<file path="src/rtl/friscv_perf_pkg.sv">
// Shared definitions for the performance-counter reader: FSM state encoding,
// per-bus counter offsets and the layout of the optional header word.
package friscv_perf_pkg;

  typedef enum logic [1:0] {
    IDLE = 2'd0,
    SEND = 2'd1,
    DONE = 2'd2
  } perf_state_e;

  // Counter order inside one bus slice of the perfs vector.
  localparam int ACTIVE_IDX  = 0;
  localparam int SLEEP_IDX   = 1;
  localparam int STALL_IDX   = 2;
  localparam int CNT_PER_BUS = 3;

  // Header word fields: [15:8] bus count, [7:0] counter-word count.
  localparam int HDR_NB_BUS_LSB = 8;
  localparam int HDR_NB_CNT_LSB = 0;
  localparam int HDR_FIELD_W    = 8;

  function automatic logic [15:0] hdr_word(input int nb_bus);
    logic [15:0] nb_bus_f;
    logic [15:0] nb_cnt_f;
    nb_bus_f = 16'(nb_bus) & 16'((1 << HDR_FIELD_W) - 1);
    nb_cnt_f = 16'(CNT_PER_BUS * nb_bus) & 16'((1 << HDR_FIELD_W) - 1);
    return (nb_bus_f << HDR_NB_BUS_LSB) | (nb_cnt_f << HDR_NB_CNT_LSB);
  endfunction

endpackage

</file>
<file path="src/rtl/friscv_perf_reader.sv">
// Snapshot-and-stream reader for bus performance counters.
// On dump_req in IDLE the whole perfs vector is frozen into a snapshot
// register (perf_clr pulses the same cycle) and streamed word by word:
// bus 0 active/sleep/stall, then bus 1, and so on.
// Optional macro FRISCV_PERF_HEADER_EN prepends a header word
// {NB_BUS[7:0], (3*NB_BUS)[7:0]} in the low 16 bits.
// Handshake: a word transfers on a rising edge where out_valid && out_ready;
// once out_valid is high, out_valid/out_data/out_last hold until that transfer.
module friscv_perf_reader
  import friscv_perf_pkg::*;
#(
  parameter int REG_W  = 32,
  parameter int NB_BUS = 1
) (
  input  logic                        aclk,
  input  logic                        srst,
  input  logic [NB_BUS*REG_W*3-1:0]   perfs,
  input  logic                        dump_req,
  output logic                        perf_clr,
  output logic                        busy,
  output logic                        out_valid,
  input  logic                        out_ready,
  output logic [REG_W-1:0]            out_data,
  output logic                        out_last,
  output logic                        done,
  output logic [1:0]                  dbg_state
);

  localparam int NB_CNT = CNT_PER_BUS * NB_BUS;
`ifdef FRISCV_PERF_HEADER_EN
  localparam int NB_WORDS = NB_CNT + 1;
  localparam logic [REG_W-1:0] HDR_WORD = REG_W'(hdr_word(NB_BUS));
`else
  localparam int NB_WORDS = NB_CNT;
`endif
  localparam int IDX_W = $clog2(NB_WORDS + 1);
  localparam logic [IDX_W-1:0] LAST_IDX = IDX_W'(NB_WORDS - 1);

  perf_state_e                 state_q, state_d;
  logic [IDX_W-1:0]            idx_q, idx_d;
  logic [NB_BUS*REG_W*3-1:0]   snap_q, snap_d;
  logic [IDX_W-1:0]            cnt_sel;
  logic [REG_W-1:0]            word_sel;
  logic                        handshake;

  assign handshake = out_valid && out_ready;
  assign dbg_state = state_q;

  // State register; reset wins over every other event.
  always_ff @(posedge aclk) begin
    if (srst) state_q <= IDLE;
    else      state_q <= state_d;
  end

  // Next-state: a request is only taken in IDLE, so requests in SEND/DONE drop.
  always_comb begin
    state_d = state_q;
    case (state_q)
      IDLE:    if (dump_req) state_d = SEND;
      SEND:    if (handshake && out_last) state_d = DONE;
      DONE:    state_d = IDLE;
      default: state_d = IDLE;
    endcase
  end

  // FSM outputs; perf_clr marks the snapshot cycle and is masked by reset.
  always_comb begin
    perf_clr  = (state_q == IDLE) && dump_req && !srst;
    out_valid = (state_q == SEND);
    out_last  = out_valid && (idx_q == LAST_IDX);
    done      = (state_q == DONE);
    busy      = perf_clr || (state_q != IDLE);
  end

  // Snapshot and word index next values: index restarts at every snapshot.
  always_comb begin
    snap_d = snap_q;
    idx_d  = idx_q;
    if (perf_clr) begin
      snap_d = perfs;
      idx_d  = '0;
    end else if (handshake) begin
      idx_d = idx_q + 1'b1;
    end
  end

  // Snapshot register and word index.
  always_ff @(posedge aclk) begin
    if (srst) begin
      snap_q <= '0;
      idx_q  <= '0;
    end else begin
      snap_q <= snap_d;
      idx_q  <= idx_d;
    end
  end

  // Word select: counter index clamped so the part-select never leaves the snapshot.
  always_comb begin
`ifdef FRISCV_PERF_HEADER_EN
    cnt_sel = idx_q - 1'b1;
`else
    cnt_sel = idx_q;
`endif
    if (int'(cnt_sel) >= NB_CNT) cnt_sel = '0;
    word_sel = snap_q[int'(cnt_sel)*REG_W +: REG_W];
`ifdef FRISCV_PERF_HEADER_EN
    if (idx_q == '0) word_sel = HDR_WORD;
`endif
    out_data = '0;
    if (state_q == SEND) out_data = word_sel;
  end

endmodule
</file>
<file path="config.mk">
export PLATFORM = sky130hd
export DESIGN_NAME = friscv_perf_reader
export DESIGN_NICKNAME = d
export VERILOG_FILES = /design/src/rtl/friscv_perf_pkg.sv /design/src/rtl/friscv_perf_reader.sv
export SDC_FILE = /design/constraint.sdc
export NUM_CORES = 1
export LEC_CHECK = 0
export CAP_MARGIN = 20
export CELL_PAD_IN_SITES_DETAIL_PLACEMENT = 1
export CELL_PAD_IN_SITES_GLOBAL_PLACEMENT = 1
export CORE_MARGIN = 1
export CORE_UTILIZATION = 34
export CTS_CLUSTER_DIAMETER = 80
export DETAILED_ROUTE_END_ITERATION = 8
export GPL_TIMING_DRIVEN = 0
export PLACE_DENSITY_LB_ADDON = 0.1
export SLEW_MARGIN = 20
export SYNTH_ARGS = -nofsm -noshare
export SYNTH_HDL_FRONTEND = slang
export SYNTH_SLANG_ARGS = --single-unit
</file>
<file path="constraint.sdc">
create_clock -name aclk -period 1.8 [get_ports aclk]
set_input_delay 0.36 -clock aclk [delete_from_list [all_inputs] [get_ports aclk]]
set_output_delay 0.36 -clock aclk [all_outputs]
set_load 0.02 [all_outputs]
</file>
* Word level (Yosys, flattened, before mapping)
Index checks and enable logic that the tools add are counted.
** Word-level totals
- Register bits :: 100
- Bits in latches :: 0
- Output and inout bits :: 39
- RAM bits :: 0
- Bits in read-only memories :: 0
- Memories kept :: 0
** Cells by class
- Muxes and demuxes :: 5
- $lt $le $gt $ge :: 1
- Equal/unequal tests :: 5
- Div/mod/pow operators :: 0
- Shift operators :: 1
- $mul :: 0
- Add/sub/neg operators :: 1
- Reductions and logical operators :: 11
- Bitwise logic cells :: 0
** Operators by type and width (count)
- 96-bit by 8-bit variable part select with 32-bit output :: 1
- 32-bit 2-to-1 mux :: 1
- 2-bit 2-to-1 mux :: 3
- 1-bit logical AND :: 5
- 2-bit == test (second input constant) :: 2
- 2-bit one-hot mux with 2 select lines :: 1
- 2-bit by 1-bit adder with 2-bit output (second input constant) :: 1
- 2-bit by 1-bit == test with 1-bit output (second input constant) :: 1
- 2-bit >= comparator (second input constant) :: 1
- 2-bit zero test :: 1
- 2-bit by 1-bit inequality test with 1-bit output (second input constant) :: 1
- 2-bit inequality test (second input constant) :: 1
- 2-bit AND reduction :: 1
- 2-bit nonzero test :: 1
- 2-bit OR reduction :: 1
- 1-bit zero test :: 1
- 1-bit logical OR :: 1

* Depth between registers and ports, before layout
- Depth in word-level cells :: 5
- Depth in mapped cells :: 7
- Mapped depth without buffers :: 5

* Worst setup path before layout
OpenSTA, ideal clock, no wires.
- Path type :: flip-flop to output port
- From :: reg idx_q[1]
- To :: out out_data[10]
- Data required time :: 1440 ps
- Data arrival time :: 1663 ps
- Path slack :: -223 ps
- Stages on the path, launching flop included :: 8
- Buffers on the path :: 2
- Cell sequence :: dfxtp_1 > inv_1 > ha_1 > buf_2 > clkbuf_1 > nor2b_1 > a211oi_1 > a211oi_1
** Between the ends
- Cells in the longest elaborated chain, start to end :: 4
** RTL lines
- start, declared :: line friscv_perf_reader.sv:40 : logic [IDX_W-1:0] idx_q, idx_d;
- start signal, assigned :: line friscv_perf_reader.sv:94 : idx_q <= idx_d;
- 2-bit >= comparator :: line friscv_perf_reader.sv:105 : if (int'(cnt_sel) >= NB_CNT) cnt_sel = '0;
- 2-bit 2-to-1 mux (*) :: line friscv_perf_reader.sv:105
- 96-bit by 8-bit variable part select with 32-bit output (*) :: line friscv_perf_reader.sv:106 : word_sel = snap_q[int'(cnt_sel)*REG_W +: REG_W];
- 32-bit 2-to-1 mux (*) :: line friscv_perf_reader.sv:111 : if (state_q == SEND) out_data = word_sel;
- end, declared :: line friscv_perf_reader.sv:23 : output logic [REG_W-1:0] out_data,
Mark *: on every way between the ends. The rest lies on a longest branch, timed or not.

* Worst setup path after layout
- From :: reg idx_q[1]
- To :: out out_data[12]
Same word-level chain as after synthesis.

==> flow_metrics.py <==
metrics = {
    "timing": {
        "hold_viol_final": 0,
        "worst_slack_ns": -0.3721,
        "tightest_slew_ns": 0.3705,
        "finalSetupTns_ns": -9.739,
        "setup_violations": 32,
        "max_freq_mhz": 460.4,
        "hold_slack_ns": 0.4685,
        "finalCritPeriodShare": 1.207,
        "fin_crit_ns": 2.172,
        "max_slew_margin": 0.7530,
        "rsz0062_at_grt": "true",
        "maxSlewViolCount": 0,
        "finalClockSkew_ns": 0.007966,
    },
    "synth": {
        "syn_avg_cell_area_um2": 10.67,
        "synthArstFlopShare": 0,
        "synth-adder-area-share": 0.01206,
        "ys.flop_type": "dfxtp_1",
        "ys_seq_area_frac": 0.4825,
        "synth_top_family_by_area": "compound AO/OA/AOI/OAI gates",
        "synth_top_area_frac": 0.4825,
        "synth.ff_latch_count": 100,
        "syn_inst": 389,
        "ys.warnings.count": 0,
        "synthMuxAreaShare": 0,
        "syn_nets": 493,
        "yosysUniqueCellTypes": 23,
        "synth_edf_count": 0,
        "synth_compound_area_frac": 0.3287,
        "netlist_area_mm2": 0.004149,
        "synth-xor-area-share": 0.002111,
        "synth-simple-area-share": 0.1119,
        "synth_top_cell_by_area": "dfxtp_1",
        "synthTopCellsByArea": "dfxtp_1 48%, a22o_1 20%, a211oi_1 12%, nand2b_1 5.1%, nor2b_1 5.0%",
    },
    "critical_path": {
        "path_class": "reg2out",
        "end_kind": "primary output",
        "start_kind": "flip-flop",
        "cp_max_fo": 7,
        "required_ns": 1.44,
        "crit_arrival_ns": 1.81,
    },
    "hold_path": {
        "hold_class": "reg2reg",
    },
    "global_route": {
        "grt_pass1_vias": 4143,
        "grt_use_met2": 0.4352,
        "antenna_found_initial": 0,
        "busiest_layer": "met2",
        "grt_max_degree": 15,
        "grtUsageMet1": 0.2758,
        "grt_usage": 0.2386,
        "grt_remaining_overflow": 0,
        "met3_usage": 0.04860,
        "grt_pass1_wl_um": 22730,
    },
    "cells_and_area": {
        "final_core_util": 0.6097,
        "drive_gt1_frac": 0.3813,
        "multiInputGateArea_mm2": 0.002594,
        "fillers": 1171,
        "area_growth_pct": 71.38,
        "diodes": 0,
        "fin_nets": 656,
        "register_area_mm2": 0.002012,
        "instances_no_fill": 699,
    },
    "placement": {
        "place.gp.congestion": 0.7463,
        "place_inst": 670,
        "portBuffers": 138,
        "dp_hpwl_um": 9386,
        "place_ws_ns": -0.9633,
    },
    "detailed_routing": {
        "wl_per_cell_um": 22.01,
        "drtIter0Drc": 165,
        "wl_um": 15390,
        "routed_via_density": 5.499,
        "dr.pass1.iters": 4,
        "vias": 3844,
        "drc": 0,
        "antenna_left": 0,
    },
    "floorplan": {
        "dieHeight_um": 112.5,
        "rows": 39,
        "initial_core_util": 0.3558,
        "dieArea_mm2": 0.01265,
        "coreArea_mm2": 0.01166,
        "io_pins": 139,
        "dieWidth_um": 112.5,
    },
    "cts": {
        "cts_tree": "yes",
        "htree_levels": 3,
        "cts_num_sinks": 100,
        "path_clk_slew_ns": 0.07,
        "clk_path_buf_depth": 2,
        "cts-root-buf": "clkbuf_16",
        "postCtsHoldBufs": 0,
        "clk_latency_ns": 0.34,
        "cts_made_buffers": 9,
    },
    "power": {
        "power.density_mw_per_mm2": 828.1,
        "peakVddDrop_uv": 520.6,
        "p_leak_uw": 0.002708,
    },
    "run_status": {
        "status": "finished with violations",
        "violations": "setup timing",
    },
    "run": {
        "drv_cap": 0,
    },
}
## per-layer routing
metal  wire length (um)  part of all wire  up-vias
met4                283             0.018        0
met2               7970              0.52      118
li1                   -                 -     1780
met3                684             0.044       22
met1               6450              0.42     1924
met5                  0                 0        -
## final cells by class
type / count / share of cell area
Clock buffer: 13 / 0.03519
Sequential cell: 100 / 0.2829
Tap cell: 143 / 0.02516
Multi-Input combinational cell: 244 / 0.3648
Timing Repair Buffer: 154 / 0.2201
Inverter: 3 / 0.002288
Clock inverter: 2 / 0.004927
Buffer: 40 / 0.06458
## Yosys cell counts, drive strengths merged (2+ instances only)
cell / instances
a211oi: 64
a21o: 2
a21oi: 3
a22o: 96
buf: 27
clkbuf: 15
dfxtp: 100
ha: 4
inv: 3
nand2b: 34
nor2: 2
nor2b: 33
## where the power goes
part | leakage, uW | switching, uW | internal, uW | total (uW)
combinational | 0.00175 | 669 | 777 | 1450
clock | 0.000140 | 824 | 1110 | 1930
sequential | 0.000824 | 131 | 2380 | 2510
total | 0.00271 | 1620 | 4260 | 5890
## layout by cell type (no fill, tap or decap), types with 12 or more instances in the layout
cell             netlist  final
a211oi_4               0     26
buf_4                  5     42
buf_2                 15     13
clkdlybuf4s50_1        0     99
dfxtp_1              100     96
nor2b_4                0     13
buf_6                  7     12
clkbuf_16              0     19
nor2b_2                0     15
a22o_1                96     96
a211oi_2               0     38
nand2b_1              34     32
## logic make-up after synthesis
family,Yosys count
compound gates,166
flops,100
fa+ha+maj,4
buf+inv,45
xor+xnor,1
simple gates,73
## metrics by stage
step	cell area, um^2	total power, uW
floorplan	4324	3117
global placement	5884	3597
detailed placement	5884	3618
CTS	6809	5746
global route	7111	6086
finish	7111	5888
## sequential cells by signal (all words and copies together), names as in the netlist
name / count
snap_q: 96
dbg_state: 2
idx_q: 2
## repair_timing
item / CTS / global route
gates cloned: 6 / 2
setup endpoints to repair: 37 / 36
resized for setup: 310 / 64
buffers inserted: 6 / 2
pin swaps: 32 / 25
## worst max-delay path, cell delays in order (launching register included)
cell and delay [ns]:
dfxtp_2 0.33, buf_6 0.12, ha_4 0.18, clkbuf_16 0.18, clkbuf_16 0.17, a211oi_2 0.26
a211oi_2 0.06, buf_4 0.16
## path summary, 6_finish.rpt
path                  end         start  slack, ns  cells past startpoint
min            snap_q[11]    snap_q[11]       0.47                      1
max          out_data[12]      idx_q[1]      -0.37                      7
min reg2reg    snap_q[11]    snap_q[11]       0.47                      1
max reg2reg    snap_q[44]  dbg_state[0]       0.15                      7
(Power assumes the default switching activity.)
